### config.mk
export PLATFORM = sky130hd
export DESIGN_NAME = pokey_key_scan
export DESIGN_NICKNAME = d
export VERILOG_FILES = /design/src/rtl/pokey_key_scan_pkg.sv /design/src/rtl/pokey_key_scan_key_cmp_latch.sv /design/src/rtl/pokey_key_scan.sv
export SDC_FILE = /design/constraint.sdc
export NUM_CORES = 1
export LEC_CHECK = 0
export CAP_MARGIN = 40
export CORE_MARGIN = 1
export CORE_UTILIZATION = 30
export DETAILED_ROUTE_END_ITERATION = 12
export SLEW_MARGIN = 0
export SYNTH_ARGS = -nofsm -noshare
export SYNTH_HDL_FRONTEND = slang
export SYNTH_SLANG_ARGS = --single-unit
### constraint.sdc
create_clock -name clk -period 2.45 [get_ports clk]
set_clock_uncertainty 0.15 [all_clocks]
set_input_delay 0.3675 -clock clk [delete_from_list [all_inputs] [get_ports clk]]
set_output_delay 0.3675 -clock clk [all_outputs]
set_load 0.02 [all_outputs]
### src/rtl/pokey_key_scan_pkg.sv
// pokey_key_scan_pkg: shared keyboard-scan types, widths and KBCODE packing.
package pokey_key_scan_pkg;
  localparam int CW = 6;
  localparam int KB_W = 8;
  localparam int KB_SHIFT_BIT = 6;
  localparam logic [CW-1:0] SHIFT_ADDR_DEF = 6'h30;
  typedef enum logic [1:0] {
    ST_WAIT    = 2'd0,
    ST_CONFIRM = 2'd1,
    ST_HELD    = 2'd2,
    ST_RELEASE = 2'd3
  } state_e;
  function automatic logic [KB_W-1:0] kb_pack(input logic shift, input logic [CW-1:0] code);
    logic [KB_W-1:0] kb;
    kb = '0;
    kb[KB_SHIFT_BIT] = shift;
    kb[CW-1:0] = code;
    return kb;
  endfunction
endpackage

### src/rtl/pokey_key_scan_key_cmp_latch.sv
// key_cmp_latch: candidate key-code latch with a bitwise compare against the scan address.
module key_cmp_latch
  import pokey_key_scan_pkg::*;
(
  input  logic          clk,
  input  logic          rst_n,
  input  logic          enp_i,
  input  logic          ld_i,
  input  logic [CW-1:0] d_i,
  input  logic [CW-1:0] cmp_i,
  output logic [CW-1:0] q_o,
  output logic          match_o
);
  logic [CW-1:0] latch_q, latch_d, diff;
  assign latch_d = (enp_i && ld_i) ? d_i : latch_q;
  assign diff = latch_q ^ cmp_i;
  assign match_o = ~|diff;
  assign q_o = latch_q;
  always_ff @(posedge clk) begin
    if (!rst_n) latch_q <= '0;
    else latch_q <= latch_d;
  end
endmodule

### src/rtl/pokey_key_scan.sv
// pokey_key_scan: keyboard scan counter, shift sampling and one-key debounce FSM.
module pokey_key_scan
  import pokey_key_scan_pkg::*;
#(
  parameter logic [CW-1:0] SHIFT_ADDR = SHIFT_ADDR_DEF
) (
  input  logic            clk,
  input  logic            rst_n,
  input  logic            enp,
  input  logic            scan_en,
  input  logic            debounce_en,
  input  logic            kr1_n,
  input  logic            kr2_n,
  output logic [CW-1:0]   k_out,
  output logic [KB_W-1:0] kbcode,
  output logic            key_down,
  output logic            shift_down,
  output logic            key_irq
);
  logic [CW-1:0] k_q, k_d, latch;
  logic [KB_W-1:0] kb_q, kb_d;
  logic down_q, down_d, shift_q, shift_d, irq_q, irq_d;
  logic key, ld, match;
  state_e state_q, state_d;
  assign key = ~kr1_n;
  key_cmp_latch u_latch (
    .clk     (clk),
    .rst_n   (rst_n),
    .enp_i   (enp),
    .ld_i    (ld),
    .d_i     (k_q),
    .cmp_i   (k_q),
    .q_o     (latch),
    .match_o (match)
  );
  // Only the latched address can advance the FSM once a candidate exists.
  always_comb begin
    k_d = k_q;
    kb_d = kb_q;
    down_d = down_q;
    shift_d = shift_q;
    irq_d = 1'b0;
    state_d = state_q;
    ld = 1'b0;
    if (!scan_en) begin
      k_d = '0;
      down_d = 1'b0;
      state_d = ST_WAIT;
    end else if (enp) begin
      k_d = k_q + 1'b1;
      shift_d = (k_q == SHIFT_ADDR) ? ~kr2_n : shift_q;
      case (state_q)
        ST_WAIT: if (key) begin
          ld = 1'b1;
          state_d = debounce_en ? ST_CONFIRM : ST_HELD;
          kb_d = debounce_en ? kb_q : kb_pack(shift_q, k_q);
          down_d = ~debounce_en;
          irq_d = ~debounce_en;
        end
        ST_CONFIRM: if (match) begin
          state_d = key ? ST_HELD : ST_WAIT;
          kb_d = key ? kb_pack(shift_q, latch) : kb_q;
          down_d = key;
          irq_d = key;
        end
        ST_HELD: if (match && !key) state_d = ST_RELEASE;
        default: if (match) begin
          state_d = key ? ST_HELD : ST_WAIT;
          down_d = key;
        end
      endcase
    end
  end
  always_ff @(posedge clk) begin
    if (!rst_n) begin
      k_q <= '0;
      kb_q <= '0;
      down_q <= 1'b0;
      shift_q <= 1'b0;
      irq_q <= 1'b0;
      state_q <= ST_WAIT;
    end else begin
      k_q <= k_d;
      kb_q <= kb_d;
      down_q <= down_d;
      shift_q <= shift_d;
      irq_q <= irq_d;
      state_q <= state_d;
    end
  end
  assign k_out = k_q;
  assign kbcode = kb_q;
  assign key_down = down_q;
  assign shift_down = shift_q;
  assign key_irq = irq_q;
endmodule

Yosys cells after proc, flatten, opt, wreduce, memory -nomap -nowiden
Index checks and enable logic that the tools add are counted.
Widths: inputs -> output; s select.
{"block": "totals", "in_bits": 7, "reg_bits": 25}
{"block": "op_classes", "n_eq_ne": 10, "bitwise": 5, "addsub": 1, "reduce_logical": 12, "mux": 21}
{"op": "$mux 8", "count": 4}
{"op": "$pmux 8 s2", "count": 1}
{"op": "$ne 2x2->1 const B", "count": 6}
{"op": "$mux 2", "count": 5}
{"op": "$mux 1", "count": 8}
{"op": "$reduce_and 4->1", "count": 2}
{"op": "$reduce_and 7->1", "count": 1}
{"op": "$add 6x1->6 const B", "count": 1}
{"op": "$eq 6x6->1 const B", "count": 1}
{"op": "$reduce_and 3->1", "count": 2}
{"op": "$reduce_or 6->1", "count": 1}
{"op": "$xor 6x6->6", "count": 1}
{"op": "$not 1->1", "count": 4}
{"op": "$pmux 1 s2", "count": 2}
{"op": "$pmux 2 s2", "count": 1}
{"op": "$ne 3x3->1 const B", "count": 1}
{"op": "$eq 2x1->1 const B", "count": 1}
{"op": "$eq 2x2->1 const B", "count": 1}
{"op": "$logic_and 1x1->1", "count": 2}
{"op": "$logic_not 2->1", "count": 1}
{"op": "$reduce_and 2->1", "count": 1}
{"op": "$reduce_bool 2->1", "count": 1}
{"op": "$logic_not 1->1", "count": 1}

Depth between registers and ports, before layout
{"block": "depth", "word_depth": 6, "depth_mapped": 7}

Modules after synthesis
A second synthesis with hierarchy kept.
{"block": "hier_totals", "hier_cells": 127, "hier_area_um2": 1194.9}
{"module": "pokey_key_scan", "seq_area_each_um2": 360.3, "area_per_inst_um2": 879.6, "cells_each": 94, "n_inst": 1}
{"module": "key_cmp_latch", "seq_area_each_um2": 120.1, "area_per_inst_um2": 315.3, "cells_each": 33, "n_inst": 1}

Worst setup path after synthesis
OpenSTA, ideal clock, no wires.
{"block": "synth_path", "path_kind": "flip-flop to flip-flop", "start": "register k_q[4], in the netlist k_out[4]", "end": "register state_q[0]", "stages_incl_launch_ff": 7, "path_slack_ps": 594, "setup_ps": 103, "required_ps": 2197, "synth_period_minus_slack_ps": 1856, "t_arrival_ps": 1603, "path_cell_list": "dfxtp_1 > buf_2 > xor2_1 > nor4_2 > buf_4 > nand4_1 > a2111oi_2"}
{"block": "synth_between", "elab_chain_len": 6, "word_cells_on_any_way": 7, "classes_between": "2 x eq/ne; 1 x bitwise; 4 x reduce/logical"}
{"element": "start, declared", "line": "pokey_key_scan.sv:20", "rtl": "logic [CW-1:0] k_q, k_d, latch;"}
{"element": "start signal, assigned", "line": "pokey_key_scan.sv:83", "rtl": "k_q <= k_d;"}
{"element": "$xor 6x6->6 (*)", "line": "pokey_key_scan_key_cmp_latch.sv:16", "rtl": "assign diff = latch_q ^ cmp_i;"}
{"element": "$reduce_or 6->1 (*)", "line": "pokey_key_scan_key_cmp_latch.sv:17", "rtl": "assign match_o = ~|diff;"}
{"element": "$logic_not 1->1", "line": "pokey_key_scan_key_cmp_latch.sv:17"}
{"element": "$logic_and 1x1->1", "line": "pokey_key_scan.sv:66", "rtl": "ST_HELD: if (match && !key) state_d = ST_RELEASE;"}
{"element": "$ne 2x2->1 (no line)"}
{"element": "$reduce_and 4->1 (no line) (*)"}
{"element": "end signal, assigned", "line": "pokey_key_scan.sv:88", "rtl": "state_q <= state_d;"}
{"element": "end, declared", "line": "pokey_key_scan.sv:24", "rtl": "state_e state_q, state_d;"}
Every way passes the cells marked *; elsewhere a longest branch is shown, timed or not.
A chain may end at the register's enable or synchronous reset.

Worst setup path in the final report
{"block": "layout_path", "start": "input port scan_en", "end": "register u_latch.latch_q[1], in the netlist u_latch.q_o[1]"}
{"block": "layout_between", "elab_chain_len": 2}
{"element": "start, declared", "line": "pokey_key_scan.sv:10", "rtl": "input logic scan_en,"}
{"element": "$mux 1", "line": "pokey_key_scan.sv:45", "rtl": "if (!scan_en) begin"}
{"element": "$logic_and 1x1->1", "line": "pokey_key_scan_key_cmp_latch.sv:15", "rtl": "assign latch_d = (enp_i && ld_i) ? d_i : latch_q;"}
{"element": "end signal, assigned", "line": "pokey_key_scan_key_cmp_latch.sv:21", "rtl": "else latch_q <= latch_d;"}
{"element": "end, declared", "line": "pokey_key_scan_key_cmp_latch.sv:14", "rtl": "logic [CW-1:0] latch_q, latch_d, diff;"}
No other way between the ends.

==> results_dict.tcl <==
set metrics [dict create \
    grt_pass1_vias 987 \
    clock_path_buffers 2 \
    clkSlewWorstSetupHoldPaths_ns 0.08 \
    finalCritPeriodShare 0.839 \
    post_cts_buffers 0 \
    yosys_warnings 0 \
    cts_root_buffer "clkbuf_8" \
    worstPathRequired_ns 2.45 \
    drc 0 \
    postPlaceCellArea_um2 1520 \
    cp-endpoint "u_latch.q_o[1]" \
    yosys.area.top_type_share 0.386 \
    crit_arrival_ns 2.06 \
    crit_type "in -> reg" \
    fin_total_pwr_uw 845 \
    r2r_cells 5 \
    grt_max_degree 15 \
    synthCells 136 \
    synth.avg_cell_area_um2 9.14 \
    ys_seq_elements 24 \
    cts_tree "done" \
    fp.dieW_um 66.4 \
    p_leak_uw 0.000642 \
    vias_per_cell 4.95 \
    via_count 1029 \
    cts_hold_buf 0 \
    pin_count 24 \
    diodes 0 \
    max_freq_mhz 486 \
    status "completed" \
    final_util 0.398 \
    synth_area_um2 1240 \
    setup_viol 0 \
    cts_inserted_buffers 3 \
    rsz0062_at_grt "no" \
    area_growth_pct 28.1 \
    worst_ir_drop_vdd_mv 0.445 \
    grt_pass1_wl_mm 4.66 \
    rr_startpoint "k_out[4]" \
    pre_cts_ws_ns 0.0983 \
    cp_max_fo 6 \
    yosysMostFrequentCell "dfxtp_1" \
    layout_min_cycle_time_ns 2.06 \
    cts_resized 0 \
    track_usage 0.143 \
    rows 23 \
    htree_levels 1 \
    nets 168 \
    drive_above_1_share 0.101 \
    hold_class "reg -> reg" \
    hold_viol_final 0 \
    synth_cell_types 34 \
    drv_slew 0 \
    tns_ns 0 \
    start_util 0.311 \
    synth_edf_count 0 \
    setup_slack_ns 0.394 \
    start_kind "primary input" \
    setup.worst_path.start "scan_en" \
    portBuffers 22 \
    gp_congestion 0.766 \
    ys_top_cells_by_count "24 x dfxtp_1, 18 x nor2_1, 14 x mux2i_1" \
    max_cap_violations 0 \
    die-area_um2 4410 \
    ant_nets 0 \
    grt_antenna_before_repair 0 \
    drtIter0Drc 77 \
    wl_mm 2.77 \
    synthArstFlopShare 0 \
    yosysSeqAreaShare 0.386 \
    endpoint_kind "flop" \
    reg2reg_slack_ns 0.56 \
    ys.flop_type "dfxtp_1" \
    synth_fp_nets 145 \
    overflow 0 \
    r2r_end "kbcode[6]" \
    holdPathStages 2 \
    fin_area_um2 1590 \
    die_y_um 66.4 \
    drt_pre_antenna_iters 4 \
    power_density_nw_per_um2 530 \
    post-synth-top-area-cell "dfxtp_1" \
    dpl.hpwl_mm 2.10 \
    cts_sinks 24 \
    clock_latency_ns 0.27 \
    wl_per_cell_um 13.3 \
    synth_area_leaders "dfxtp_1 39%, mux2i_1 11%, a211oi_1 7.8%" \
    core_area_um2 4000 \
]
## report_power, final
| group | total (µW) | switching [µW] | internal (µW) |
|---|---|---|---|
| logic | 93.8 | 48.4 | 45.4 |
| clock network | 347 | 129 | 219 |
| registers | 403 | 7.03 | 396 |
| total | 845 | 184 | 660 |
## final cells by class
type | count | area, µm²
Clock buffer | 3 | 41.3
Clock inverter | 1 | 30.0
Fill cell | 397 | 2410
Inverter | 3 | 11.3
Multi-Input combinational cell | 97 | 687
Sequential cell | 24 | 480
Tap cell | 50 | 62.6
Timing Repair Buffer | 30 | 280
## kinds of logic (layout without fill, tap and decap cells)
logic type / Yosys count / after routing / share of synthesized area
AND/OR/NAND/NOR: 44 / 44 / 0.198
multiplexers: 14 / 14 / 0.113
flip-flops: 24 / 24 / 0.386
adder cells (fa/ha/maj): 2 / 2 / 0.0201
XOR/XNOR: 10 / 10 / 0.0704
other: 1 / 1 / 0.00302
buffers and inverters: 15 / 37 / 0.0614
AO/OA/AOI/OAI: 26 / 26 / 0.148
## worst max-delay path: stages
cell	delay [ns]
clkdlybuf4s50_1	0.48
or3b_4	0.40
or3b_1	0.52
mux2i_1	0.23
nor2_1	0.05
## stage by stage
step / hold slack (ns) / instances
final: 0.316 / 208
after global routing: 0.351 / 208
after CTS: 0.316 / 208
after detailed placement: 0.304 / 204
after global placement: 0.295 / 204
after floorplan: 0.327 / 136
## cells in the final DEF (no fill, tap or decap)
| master | count |
|---|---|
| a2111oi_2 | 1 |
| a211oi_1 | 13 |
| a21o_1 | 2 |
| a21oi_1 | 7 |
| a311oi_1 | 1 |
| and2_1 | 1 |
| and3b_1 | 1 |
| and4_1 | 1 |
| and4b_1 | 1 |
| buf_4 | 8 |
| bufinv_16 | 1 |
| clkbuf_8 | 3 |
| clkdlybuf4s50_1 | 22 |
| conb_1 | 1 |
| dfxtp_1 | 24 |
| ha_1 | 2 |
| inv_1 | 3 |
| mux2i_1 | 14 |
| nand2_1 | 7 |
| nand3_1 | 4 |
| nand4_1 | 3 |
| nor2_1 | 18 |
| nor2b_1 | 1 |
| nor3_1 | 1 |
| nor4_2 | 1 |
| nor4_4 | 1 |
| nor4b_1 | 1 |
| o21ai_0 | 1 |
| o21bai_1 | 1 |
| or3_1 | 1 |
| or3b_1 | 1 |
| or3b_4 | 1 |
| xnor2_1 | 1 |
| xor2_1 | 9 |
## layer usage
layer	vias to the layer above	global-route usage	part of all wire
li1	525	-	-
met1	477	0.174	0.46
met2	22	0.251	0.49
met3	5	0.0414	0.042
met4	0	0.0239	0.0061
met5	-	0	0
## flip-flops by register name, indices dropped and copies added (netlist names)
name / count
key_down: 1
key_irq: 1
shift_down: 1
state_q: 2
kbcode: 7
k_out: 6
u_latch.q_o: 6
## worst min path at each step
| stage | from | endpoint | slack [ns] |
|---|---|---|---|
| 2_1_floorplan | kr2_n | shift_down | 0.33 |
| 3_3_place_gp | kbcode[6] | kbcode[6] | 0.30 |
| 3_5_place_dp | kbcode[6] | kbcode[6] | 0.30 |
| 4_1_cts | kbcode[6] | kbcode[6] | 0.32 |
| 5_1_grt | kbcode[6] | kbcode[6] | 0.35 |
| 6_report | kbcode[6] | kbcode[6] | 0.32 |
(Power assumes the default switching activity.)
